File: src/rtl/ysyx_24090012_ifu_pkg.sv
// Shared types and constants for the prefetching instruction-fetch unit.
package ysyx_24090012_ifu_pkg;

    localparam int IFU_XLEN = 32;
    localparam int IFU_ILEN = 32;
    localparam logic [IFU_XLEN-1:0] RESET_PC = 32'h8000_0000;

    typedef enum logic {
        IDLE = 1'b0,
        RUN  = 1'b1
    } ifu_state_e;

    typedef struct packed {
        logic [IFU_ILEN-1:0] inst;
        logic [IFU_XLEN-1:0] pc;
        logic                fault;
    } ifu_entry_t;

endpackage

File: src/rtl/ysyx_24090012_sync_fifo.sv
// Circular FIFO with wrap-bit pointers; flush clears the pointers but keeps storage.
module ysyx_24090012_sync_fifo #(
    parameter int               WIDTH     = 65,
    parameter int               DEPTH     = 4,
    parameter logic [WIDTH-1:0] RESET_VAL = '0,
    localparam int              AW        = $clog2(DEPTH)
) (
    input  logic             clk,
    input  logic             rst,
    input  logic             flush,
    input  logic             wr_en,
    input  logic [WIDTH-1:0] wr_data,
    input  logic             rd_en,
    output logic [WIDTH-1:0] rd_data,
    output logic             full,
    output logic             empty,
    output logic [AW:0]      count
);

    localparam logic [AW:0] PTR_ONE = (AW+1)'(1);

    logic [WIDTH-1:0] mem [DEPTH];
    logic [AW:0]      wr_ptr;
    logic [AW:0]      rd_ptr;

    assign empty   = (wr_ptr == rd_ptr);
    assign full    = (wr_ptr[AW] != rd_ptr[AW]) && (wr_ptr[AW-1:0] == rd_ptr[AW-1:0]);
    assign count   = wr_ptr - rd_ptr;
    assign rd_data = mem[rd_ptr[AW-1:0]];

    always_ff @(posedge clk or negedge rst) begin
        if (!rst) begin
            wr_ptr <= '0;
            rd_ptr <= '0;
            for (int i = 0; i < DEPTH; i++) begin
                mem[i] <= RESET_VAL;
            end
        end else if (flush) begin
            wr_ptr <= '0;
            rd_ptr <= '0;
        end else begin
            if (wr_en) begin
                mem[wr_ptr[AW-1:0]] <= wr_data;
                wr_ptr              <= wr_ptr + PTR_ONE;
            end
            if (rd_en) begin
                rd_ptr <= rd_ptr + PTR_ONE;
            end
        end
    end

endmodule

File: src/rtl/ysyx_24090012_ifu_prefetch.sv
// Instruction-fetch unit: sequential PC generation, credit-limited issue,
// in-order response buffering and redirect flush with in-flight drop counting.
module ysyx_24090012_ifu_prefetch #(
    parameter int              XLEN     = ysyx_24090012_ifu_pkg::IFU_XLEN,
    parameter int              ILEN     = ysyx_24090012_ifu_pkg::IFU_ILEN,
    parameter int              DEPTH    = 4,
    parameter logic [XLEN-1:0] RESET_PC = ysyx_24090012_ifu_pkg::RESET_PC
) (
    input  logic            clk,
    input  logic            rst,
    input  logic            fetch_en,
    input  logic            redirect_valid,
    input  logic [XLEN-1:0] redirect_pc,
    output logic            mem_req_valid,
    input  logic            mem_req_ready,
    output logic [XLEN-1:0] mem_req_addr,
    input  logic            mem_rsp_valid,
    input  logic [ILEN-1:0] mem_rsp_data,
    input  logic            mem_rsp_err,
    output logic            idu_valid,
    input  logic            idu_ready,
    output logic [ILEN-1:0] idu_inst,
    output logic [XLEN-1:0] idu_pc,
    output logic            idu_fault
);

    import ysyx_24090012_ifu_pkg::*;

    localparam int              AW      = $clog2(DEPTH);
    localparam logic [AW:0]     CNT_ONE = (AW+1)'(1);
    localparam logic [AW+1:0]   DEPTH_W = (AW+2)'(DEPTH);
    localparam logic [XLEN-1:0] PC_STEP = XLEN'(4);

    typedef struct packed {
        logic [ILEN-1:0] inst;
        logic [XLEN-1:0] pc;
        logic            fault;
    } entry_t;

    ifu_state_e      state;
    logic [XLEN-1:0] fetch_pc;
    logic [XLEN-1:0] rsp_pc;
    logic [AW:0]     outstanding;
    logic [AW:0]     drop_cnt;
    logic [AW:0]     count;
    logic            fifo_full;
    logic            fifo_empty;
    logic [XLEN-1:0] redirect_target;
    logic            req_fire;
    logic            pop;
    logic            rsp_drop;
    logic            rsp_write;
    entry_t          wr_entry;
    entry_t          head;
    logic            unused_pc_bits;

    assign redirect_target = {redirect_pc[XLEN-1:2], 2'b00};
    assign unused_pc_bits  = ^redirect_pc[1:0];

    // Buffered entries plus in-flight requests never exceed DEPTH, so every response has a slot.
    assign mem_req_valid = (state == RUN) && !redirect_valid &&
                           (({1'b0, count} + {1'b0, outstanding}) < DEPTH_W);
    assign mem_req_addr  = fetch_pc;
    assign req_fire      = mem_req_valid && mem_req_ready;

    assign idu_valid = !fifo_empty;
    assign pop       = idu_valid && idu_ready && !redirect_valid;
    assign idu_inst  = head.inst;
    assign idu_pc    = head.pc;
    assign idu_fault = head.fault;

    assign rsp_drop  = mem_rsp_valid && (redirect_valid || (drop_cnt != '0));
    assign rsp_write = mem_rsp_valid && !rsp_drop;
    assign wr_entry  = '{inst: mem_rsp_data, pc: rsp_pc, fault: mem_rsp_err};

    ysyx_24090012_sync_fifo #(
        .WIDTH     ($bits(entry_t)),
        .DEPTH     (DEPTH),
        .RESET_VAL ({{ILEN{1'b0}}, RESET_PC, 1'b0})
    ) u_fifo (
        .clk     (clk),
        .rst     (rst),
        .flush   (redirect_valid),
        .wr_en   (rsp_write && (!fifo_full || pop)),
        .wr_data (wr_entry),
        .rd_en   (pop),
        .rd_data (head),
        .full    (fifo_full),
        .empty   (fifo_empty),
        .count   (count)
    );

    always_ff @(posedge clk or negedge rst) begin
        if (!rst) begin
            state       <= IDLE;
            fetch_pc    <= RESET_PC;
            rsp_pc      <= RESET_PC;
            outstanding <= '0;
            drop_cnt    <= '0;
        end else begin
            case (state)
                IDLE:    if (fetch_en)  state <= RUN;
                RUN:     if (!fetch_en) state <= IDLE;
                default: state <= IDLE;
            endcase

            outstanding <= outstanding + (req_fire ? CNT_ONE : '0) - (mem_rsp_valid ? CNT_ONE : '0);

            // Everything still in flight at a redirect is stale; a beat landing now is discarded directly.
            if (redirect_valid) begin
                fetch_pc <= redirect_target;
                rsp_pc   <= redirect_target;
                drop_cnt <= outstanding - (mem_rsp_valid ? CNT_ONE : '0);
            end else begin
                if (req_fire)  fetch_pc <= fetch_pc + PC_STEP;
                if (rsp_drop)  drop_cnt <= drop_cnt - CNT_ONE;
                if (rsp_write) rsp_pc   <= rsp_pc + PC_STEP;
            end
        end
    end

endmodule

File: config.mk
export PLATFORM = sky130hd
export DESIGN_NAME = ysyx_24090012_ifu_prefetch
export DESIGN_NICKNAME = d
export VERILOG_FILES = /design/src/rtl/ysyx_24090012_ifu_pkg.sv /design/src/rtl/ysyx_24090012_sync_fifo.sv /design/src/rtl/ysyx_24090012_ifu_prefetch.sv
export SDC_FILE = /design/constraint.sdc
export NUM_CORES = 1
export LEC_CHECK = 0
export CAP_MARGIN = 20
export CORE_MARGIN = 4
export CORE_UTILIZATION = 51
export DETAILED_ROUTE_END_ITERATION = 7
export GPL_TIMING_DRIVEN = 0
export PLACE_DENSITY = 0.81
export SETUP_SLACK_MARGIN = 0.2
export SLEW_MARGIN = 20
export SYNTH_ARGS = -nofsm -noshare
export SYNTH_HDL_FRONTEND = slang
export SYNTH_SLANG_ARGS = --single-unit
export TNS_END_PERCENT = 100
File: constraint.sdc
create_clock -name clk -period 4.92 [get_ports clk]
set_input_delay 0.984 -clock clk [delete_from_list [all_inputs] [get_ports clk]]
set_output_delay 0.984 -clock clk [all_outputs]
set_load 0.02 [all_outputs]
==> out/metrics.cfg, run 1 <==
[run_status]
outcome=complete, no violations

[synth]
ys_warn_count=0
synth_most_common_cell=dfrtp_1
syn_area_um2=15100
yosys-top-cells-count=dfrtp_1, mux2_2, mux4_2, nand2_1, clkbuf_1
avgSynthCellArea_um2=13.9
yosysTopAreaCell=dfrtp_1
ys_seq_area_share_pct=54.0
synthTopCellsByArea=dfrtp_1, mux2_2, mux4_2, nand2_1, clkbuf_1
yosysUniqueCellTypes=55
ys.flop_type=dfrtp_1
syn_inst=1085
async_flop_share_pct=100
synth_top_area_share_pct=52.9
synth_edf_count=0
ys_ff_latch=325

[worst_setup_path]
path_cells=buf_6, buf_6, inv_1, fa_1, xor2_1, ha_1, or4b_4, nor4b_4, inv_2, buf_2, clkbuf_2, ha_1, inv_1, ha_1, fa_1, xnor2_1, xnor2_1
cp_num_buf_inv=7
cp_slowest_stage_delay_ns=0.53
crit_fanout=10
cpMostUsedCell=ha_1
crit_family=adder cells
r2r_slack_ns=0.43
cp_slowest_cell=or4b_4
required_ns=5.35
start_kind=flip-flop
end_kind=flip-flop
crit_type=flip-flop to flip-flop
cp.arrival_ns=4.93

[global_route]
grt-ovfl-total=0
antenna_found_initial=0
busiest_layer=met2
grt_pass1_vias=10500
grt_max_degree=104
grt_pass1_wl_mm=57.8
grt_use_met2_pct=35.9
grtUsageTotal_pct=21.9
use_met3_pct=4.35
grtUsageMet1_pct=30.5

[routing]
via_per_inst=5.84
wire_per_inst_um=20.9
num_vias=9928
initialDrtViolationCount=718
drt.antenna.violating_nets=0
drc=0
routed_wl_mm=35.5
drt_first_pass_iters=5

[sta]
fmax_mhz=223
hold_ws_ns=0.323
finClkSkew_ns=0.0140
hold_viol=0
period_share_pct=91.3
setup-violations-final=0
rsz0062_at_grt=true
min_period_ns=4.49
worst_pin_slew_ns=0.966
setup_tns_ns=0
setup_ws_ns=0.428
slew_viol_final=0
relSlewSlack_pct=35.0

[floorplan]
dieArea_um2=32400
io_pins=171
dieHeight_um=180
initial_core_util_pct=52.1
rows=62
fp.dieW_um=180
core_um2=28900

[flow_run]
drv_cap=0

[place]
routabilityCongestion=0.868
port_buffers=163
hpwlAfterDp_mm=24.7
placed_cell_area_um2=17300
dpl_worst_slack_ns=-0.826

[pwr]
leakagePower_nw=8.32
peakVddDrop_v=0.000215
p_total_mw=8.85
powerDensity_nw_per_um2=478

[clocking]
clock-sinks=325
cts_root_buf=clkbuf_16
htreeDepth=2
clk_latency_ns=0.51
max-clock-path-buffers=3
clk_pin_slew_worst_paths_ns=0.06
cts_tree=built
cts-buffers-inserted=36

[final_layout]
final_area_um2=18500
drive_above_1_share_pct=30.7
nNetsFinal=1384
area_delta_synth_final_pct=22.7

[hold_path]
min_path_type=primary input to asynchronous set/reset pin

==> stage by stage <==
| step | cells | utilization (%) |
|---|---|---|
| after detailed placement | 1638 | 59.8 |
| after global routing | 1699 | 64.0 |
| final | 1700 | 64.0 |
| after global placement | 1635 | 59.5 |
| after floorplan | 1088 | - |
| after CTS | 1699 | 63.9 |
==> worst register-to-register path, cell delays in order, from the launching register on <==
cell,delay (ns)
dfrtp_1,0.39
buf_6,0.20
buf_6,0.20
inv_1,0.10
fa_1,0.43
xor2_1,0.17
ha_1,0.29
or4b_4,0.53
nor4b_4,0.34
inv_2,0.07
buf_2,0.20
clkbuf_2,0.23
ha_1,0.31
inv_1,0.04
ha_1,0.18
fa_1,0.38
xnor2_1,0.20
xnor2_1,0.15
==> power breakdown <==
group	switching [mW]	total, mW	internal, mW
Combinational	1.25	2.70	1.45
Sequential	0.317	3.48	3.17
Clock	1.05	2.67	1.62
Total	2.62	8.85	6.23
==> final cells by class <==
| class | instances | area, um^2 |
|---|---|---|
| antenna | 1 | 2.50 |
| buffer | 73 | 313 |
| clock buffer | 51 | 1070 |
| clock inverter | 9 | 113 |
| fill | 2128 | 10400 |
| inverter | 23 | 86.3 |
| multi-input combinational | 667 | 6580 |
| sequential | 325 | 8140 |
| tap | 384 | 480 |
| timing repair buffer | 167 | 1730 |
==> state kept, by name, indices dropped and copies added, names as in the netlist <==
register / cells
outstanding: 3
u_fifo.rd_ptr: 3
u_fifo.wr_ptr: 3
rsp_pc: 30
drop_cnt: 3
state: 1
mem_req_addr: 30
u_fifo.mem: 252
==> path summary, 6_finish.rpt <==
| kind | from | end | depth (start not counted) |
|---|---|---|---|
| setup / recovery | u_fifo.rd_ptr[1] | outstanding[2] | 17 |
| min in group clk | u_fifo.mem[122] | u_fifo.mem[122] | 1 |
| hold reg to reg | u_fifo.mem[122] | u_fifo.mem[122] | 1 |
| hold / removal | rst | u_fifo.mem[122] | 1 |
| max in group asynchronous | rst | u_fifo.mem[162] | 3 |
| setup reg to reg | u_fifo.rd_ptr[1] | outstanding[2] | 17 |
==> per-layer routing <==
| layer | vias up | share of wire, % | wire (um) |
|---|---|---|---|
| met1 | 5140 | 43 | 15300 |
| met3 | 61 | 5.8 | 2060 |
| met2 | 313 | 49 | 17300 |
| li1 | 4414 | - | - |
| met4 | 0 | 2.3 | 820 |
| met5 | - | 0 | 0 |
==> placed cells by master, fill, tap and decap left out, drive strengths merged, types with 6 or more instances in the layout <==
| cell type | n |
|---|---|
| mux2 | 255 |
| nor3 | 12 |
| ha | 17 |
| nor4 | 9 |
| xnor2 | 19 |
| dfstp | 6 |
| o21ai | 37 |
| nand2 | 63 |
| nor2 | 21 |
| clkinv | 6 |
| nand4 | 16 |
| buf | 18 |
| dfrtp | 319 |
| clkdlybuf4s50 | 161 |
| clkbuf | 111 |
| xor2 | 24 |
| o311ai | 6 |
| o211ai | 10 |
| mux4 | 63 |
| inv | 23 |
| and3 | 11 |
| mux2i | 10 |
| and4 | 6 |
| nand3 | 29 |
==> kinds of logic after synthesis <==
| logic type | Yosys count | synth area share [%] |
|---|---|---|
| multiplexers | 328 | 29.1 |
| flip-flops | 325 | 54.0 |
| AND/OR/NAND/NOR | 191 | 6.76 |
| buffers and inverters | 96 | 2.50 |
| AO/OA/AOI/OAI | 82 | 3.48 |
| XOR/XNOR | 43 | 2.50 |
| adder cells (fa/ha/maj) | 19 | 1.68 |
| other | 1 | 0.0249 |
==> timing repair <==
| action | 4_1_cts | 5_1_grt |
|---|---|---|
| setup buffers | 1 | 0 |
| cloned | 0 | 0 |
| endpoints found under the setup margin | 28 | 19 |
| gates resized for setup | 5 | 13 |
| hold endpoints to repair | 0 | 0 |
| hold buffers | 0 | 0 |
| pin swaps | 1 | 1 |
Power figures use the tool's default switching activity.
==> run 2: changes to the inputs <==
- CAP_MARGIN: 20 -> unset
==> results of run 2 <==
Final layout, timing and power as in run 1 (identical DEF).
==> edit 1, RTL diff (flow settings as in run 1) <==
The package constant `IFU_ILEN` goes from 32 to 64.
--- a/src/rtl/ysyx_24090012_ifu_pkg.sv
+++ b/src/rtl/ysyx_24090012_ifu_pkg.sv
@@ -2,7 +2,7 @@
 package ysyx_24090012_ifu_pkg;
 
     localparam int IFU_XLEN = 32;
-    localparam int IFU_ILEN = 32;
+    localparam int IFU_ILEN = 64;
     localparam logic [IFU_XLEN-1:0] RESET_PC = 32'h8000_0000;
 
     typedef enum logic {
Ports: changed (resized idu_inst and mem_rsp_data); port bits go from 171 to 235. No check against the original RTL was run, so the function may have changed too.
==> edit 1 against run 1 <==
Wire length is 41% higher; cell count grew 35%; highest routed layer is now met5; count of clock-buffer cells in the layout increased by 20; via count grew 37%; utilization increased by 0.060 points; power is 43% higher; clock power rose by 43%; sequential cell count up 128; die area up 36%; synthesized area rose by 38%; critical path depth down 7; critical endpoint is now mem_req_valid; design area rose by 39%; setup slack worse by 0.10 ns.
==> edit 1: results (changes against run 1) <==
\begin{tabular}{lr}
\hline
Metric & Value \\
\hline
\multicolumn{2}{l}{\textbf{STA}} \\
\quad Fin Clk Skew & 0.0171 ns (was 0.0140 ns) \\
\multicolumn{2}{l}{\textbf{Route}} \\
\quad Max layer used & met5 (was met4) \\
\quad Iteration-0 DRC count of the detailed router & 823 (was 718) \\
\quad Met1 wire length & 21.2 mm (was 15.3 mm) \\
\quad Total via count after detailed routing & 13,600 (was 9,928) \\
\multicolumn{2}{l}{\textbf{Status}} \\
\quad Result of the run & complete, no violations (unchanged) \\
\multicolumn{2}{l}{\textbf{Global routing}} \\
\quad Vias in the first global route & 14,600 (was 10,500) \\
\quad Wire length of the first global-routing pass & 79.7 mm (was 57.8 mm) \\
\quad Maximum number of pins on one net before global-route repair & 105 (was 104) \\
\multicolumn{2}{l}{\textbf{Yosys}} \\
\quad Biggest area contributors in the synthesized netlist & sky130\_fd\_sc\_hd\_\_dfrtp\_1 (54\%), sky130\_fd\_sc\_hd\_\_mux2\_2 (21\%), sky130\_fd\_sc\_hd\_\_mux4\_2 (10\%), sky130\_fd\_sc\_hd\_\_nand2\_1 (1.1\%), sky130\_fd\_sc\_hd\_\_ha\_1 (1.0\%) (was sky130\_fd\_sc\_hd\_\_dfrtp\_1 (53\%), sky130\_fd\_sc\_hd\_\_mux2\_2 (19\%), sky130\_fd\_sc\_hd\_\_mux4\_2 (9.4\%), sky130\_fd\_sc\_hd\_\_nand2\_1 (1.6\%), sky130\_fd\_sc\_hd\_\_clkbuf\_1 (1.4\%)) \\
\quad Number of distinct library cell variants in the gate-level netlist after synthesis & 54 (was 55) \\
\quad Number of instances in the synthesized netlist & 1,447 (was 1,085) \\
\multicolumn{2}{l}{\textbf{Place}} \\
\quad Instance area after placement & 0.0239 sq mm (was 0.0173 sq mm) \\
\quad Inst Count DP & 2,207 (was 1,638) \\
\quad Final HPWL from detailed placement & 34.1 mm (was 24.7 mm) \\
\multicolumn{2}{l}{\textbf{Clock tree}} \\
\quad Post-CTS setup-driven buffer insertion count & 0 (was 1) \\
\multicolumn{2}{l}{\textbf{Worst setup path}} \\
\quad Slowest cell on the critical path & sky130\_fd\_sc\_hd\_\_or4b\_2 (was sky130\_fd\_sc\_hd\_\_or4b\_4) \\
\quad Family with the most delay on the worst path & simple AND/OR/NAND/NOR gates (was adder cells) \\
\multicolumn{2}{l}{\textbf{Cells and area}} \\
\quad Share of post-route cells with drive strength above 1 & 35.6\% (was 30.7\%) \\
\multicolumn{2}{l}{\textbf{Power}} \\
\quad Proportion of total power due to net switching & 29.5\% (was 29.6\%) \\
\hline
\end{tabular}
==> edit 1: final timing paths <==
| path | from | end | slack [ns] | cells past startpoint |
|---|---|---|---|---|
| worst max register to register | u_fifo.rd_ptr[1] | outstanding[2] | 0.38 | 18 |
| worst min register to register | u_fifo.mem[21] | u_fifo.mem[21] | 0.49 | 2 |
| min in group clk | u_fifo.mem[21] | u_fifo.mem[21] | 0.49 | 2 |
| worst max-delay path | u_fifo.rd_ptr[1] | mem_req_valid | 0.33 | 10 |
| max in group asynchronous | rst | u_fifo.mem[232] | 3.19 | 3 |
| worst min-delay path | rst | u_fifo.mem[186] | 0.39 | 1 |
==> edit 1: cell type report <==
type	instances	area [sq um]
plain buffers	108	514
clock buffers	71	1450
clock inverters	18	254
fillers	2900	14400
inverters	21	78.8
multi-input cells	868	8980
flip-flops and latches	453	11300
well taps	525	657
repair buffers	232	2390
==> edit 1: kinds of logic after synthesis <==
logic type	Yosys count	synth area share, %
flip-flops	453	54.4
other	1	0.0180
XOR/XNOR	22	0.924
buffers and inverters	129	2.69
multiplexers	485	31.3
AO/OA/AOI/OAI	103	3.40
adder cells (fa/ha/maj)	19	1.21
AND/OR/NAND/NOR	235	6.11
==> edit 1: layer usage <==
| layer | track usage [%] | vias up |
|---|---|---|
| met5 | 0 | - |
| met4 | 7.56 | 2 |
| met3 | 4.00 | 85 |
| met2 | 37.0 | 429 |
| met1 | 31.0 | 7034 |
| li1 | - | 6003 |
==> edit 1: power groups by stage <==
stage | Sequential (W) | Clock (W) | Combinational (W)
finish | 0.00485 | 0.00382 | 0.00400
global route | 0.00493 | 0.00405 | 0.00426
CTS | 0.00484 | 0.00392 | 0.00405
detailed placement | 0.00490 | 0 | 0.00402
global placement | 0.00486 | 0 | 0.00392
floorplan | 0.00480 | 0 | 0.00237
==> edit 2, RTL diff (settings of run 1) <==
Without the edit above. Make the reset (`rst`) synchronous in 2 clocked blocks.
--- a/src/rtl/ysyx_24090012_sync_fifo.sv
+++ b/src/rtl/ysyx_24090012_sync_fifo.sv
@@ -28,7 +28,7 @@
     assign count   = wr_ptr - rd_ptr;
     assign rd_data = mem[rd_ptr[AW-1:0]];
 
-    always_ff @(posedge clk or negedge rst) begin
+    always_ff @(posedge clk) begin
         if (!rst) begin
             wr_ptr <= '0;
             rd_ptr <= '0;
--- a/src/rtl/ysyx_24090012_ifu_prefetch.sv
+++ b/src/rtl/ysyx_24090012_ifu_prefetch.sv
@@ -90,7 +90,7 @@
         .count   (count)
     );
 
-    always_ff @(posedge clk or negedge rst) begin
+    always_ff @(posedge clk) begin
         if (!rst) begin
             state       <= IDLE;
             fetch_pc    <= RESET_PC;
Formal check against the unedited RTL: differs if rst is asserted again (counterexample within 4 cycles, from zero or initial values and one cycle with rst low); with rst held inactive, the same outputs for 4 cycles.
==> edit 2 against run 1 <==
Sequential cell count is 2 higher; wire length increased by 1.3%; setup slack gained 0.029 ns; count of clock-buffer cells in the layout down 6; clock skew rose by 0.0028 ns; synthesized area is 1.1% lower; design area down 1.8%; first-iteration DRC count increased by 25%; synthesized cell count rose by 4.6%; sequential share of layout area increased by 5.9 points; critical path depth down 8; non-clock buffer count rose by 9; critical endpoint is now mem_req_valid.
Power is not compared: it rests on default switching activity, and its combinational part moved more than twofold at a synthesized area within 25%.
==> edit 2: results (changes against run 1) <==
\begin{tabular}{lr}
\hline
Metric & Value \\
\hline
\multicolumn{2}{l}{\textbf{Place}} \\
\quad Final weighted congestion of routability-driven global placement & 0.898 (was 0.868) \\
\quad Final HPWL from detailed placement & 24.4 mm (was 24.7 mm) \\
\multicolumn{2}{l}{\textbf{Yosys}} \\
\quad Part of the Yosys area used for sequential elements & 60.8\% (was 54.0\%) \\
\quad Average instance area after synthesis & 13.1 sq um (was 13.9 sq um) \\
\quad Biggest area contributors in the synthesized netlist & sky130\_fd\_sc\_hd\_\_edfxtp\_1 (51\%), sky130\_fd\_sc\_hd\_\_and2\_1 (10\%), sky130\_fd\_sc\_hd\_\_dfxtp\_1 (10\%), sky130\_fd\_sc\_hd\_\_mux4\_2 (9.5\%), sky130\_fd\_sc\_hd\_\_xnor2\_1 (1.9\%) (was sky130\_fd\_sc\_hd\_\_dfrtp\_1 (53\%), sky130\_fd\_sc\_hd\_\_mux2\_2 (19\%), sky130\_fd\_sc\_hd\_\_mux4\_2 (9.4\%), sky130\_fd\_sc\_hd\_\_nand2\_1 (1.6\%), sky130\_fd\_sc\_hd\_\_clkbuf\_1 (1.4\%)) \\
\quad Ys async rst share & 0\% (was 100\%) \\
\quad Post-synth EDFFs & 252 (was 0) \\
\multicolumn{2}{l}{\textbf{Cells and area}} \\
\quad Share of post-route cells with drive strength above 1 & 9.38\% (was 30.7\%) \\
\quad Number of diodes added for antenna fixing & 0 (was 1) \\
\quad Non-Filler Instances & 1,748 (was 1,700) \\
\multicolumn{2}{l}{\textbf{Clock tree}} \\
\quad \# resized after CTS & 0 (was 5) \\
\quad Cts bufs inserted & 34 (was 36) \\
\multicolumn{2}{l}{\textbf{Global routing}} \\
\quad Wire length of the first global-routing pass & 55.4 mm (was 57.8 mm) \\
\quad GRT Overall Usage & 22.5\% (was 21.9\%) \\
\quad Maximum number of pins on one net before global-route repair & 48 (was 104) \\
\multicolumn{2}{l}{\textbf{Worst setup path}} \\
\quad Critical Path Fanout Max & 5 (was 10) \\
\multicolumn{2}{l}{\textbf{Status}} \\
\quad Result of the run & complete, no violations (unchanged) \\
\multicolumn{2}{l}{\textbf{Route}} \\
\quad Post-DR wirelength/cell & 20.6 um (was 20.9 um) \\
\quad Wire length on met2 & 17.6 mm (was 17.3 mm) \\
\multicolumn{2}{l}{\textbf{STA}} \\
\quad Fin Clk Skew & 0.0168 ns (was 0.0140 ns) \\
\hline
\end{tabular}
edit 2: path summary, 6_finish.rpt:
check / startpoint / end / slack [ns] / cells past startpoint
setup / recovery: u_fifo.wr_ptr[0] / mem_req_valid / 0.46 / 9
setup reg to reg: u_fifo.wr_ptr[0] / outstanding[2] / 0.51 / 16
hold reg to reg: u_fifo.rd_ptr[1] / register / 0.51 / 2
hold / removal: u_fifo.rd_ptr[1] / register / 0.51 / 2
edit 2: routing by layer:
| layer | track usage, % | up-vias |
|---|---|---|
| li1 | - | 4584 |
| met1 | 30.5 | 4831 |
| met2 | 37.7 | 477 |
| met3 | 4.34 | 60 |
| met4 | 5.40 | 4 |
| met5 | 0 | - |
edit 2: cell type report:
cell class                      count  area [sq um]  share of cell area, %
Sequential cell                   327          9070                   49.9
Multi-Input combinational cell    709          5510                   30.3
Timing Repair Buffer              170          1760                   9.67
Clock buffer                       45           913                   5.02
Tap cell                          384           480                   2.64
Buffer                             79           313                   1.72
Inverter                           23          86.3                  0.475
Clock inverter                     11          60.1                  0.330
edit 2: worst max-delay path, cell delays in order (launching register included):
cell and delay, ns:
sky130_fd_sc_hd__dfxtp_1 0.37, sky130_fd_sc_hd__inv_1 0.14, sky130_fd_sc_hd__ha_1 0.17, sky130_fd_sc_hd__inv_1 0.05, sky130_fd_sc_hd__fa_1 0.37, sky130_fd_sc_hd__xor2_1 0.23, sky130_fd_sc_hd__ha_1 0.27, sky130_fd_sc_hd__or4b_4 0.51
sky130_fd_sc_hd__nor3_1 0.22, sky130_fd_sc_hd__clkdlybuf4s50_1 0.64
edit 2: through the flow:
stage	TNS (ns)	area [sq um]	setup slack, ns	util [%]	power (W)
finish	0	18200	0.457	63.2	0.00614
floorplan	0	14900	0.596	-	0.00358
global route	0	18200	0.301	63.2	0.00636
detailed placement	0	17200	0.451	59.8	0.00388
global placement	-397.63	17000	-2.32	59.2	0.00386
CTS	0	18200	0.428	63.2	0.00617
edit 2: repair_timing:
action                                  4_1_cts  5_1_grt
buffers inserted                              0        1
endpoints found under the setup margin        0        1
endpoints found under the hold margin         0        0
edit 2: kinds of logic after synthesis:
group                    Yosys count  synth area share (%)
AO/OA/AOI/OAI                    133                  5.43
multiplexers                      67                  9.79
adder cells (fa/ha/maj)           16                  1.44
buffers and inverters            102                  2.68
other                              1                0.0251
XOR/XNOR                          42                  2.47
flip-flops                       327                  60.8
AND/OR/NAND/NOR                  447                  17.4
edit 2: power by group through the flow:
stage                     Combinational, W  Clock (W)  Sequential, W
after global placement            0.000602          0        0.00325
final                             0.000632    0.00231        0.00320
after CTS                         0.000633    0.00234        0.00320
after detailed placement          0.000629          0        0.00325
after floorplan                   0.000329          0        0.00325
after global routing              0.000683    0.00247        0.00321
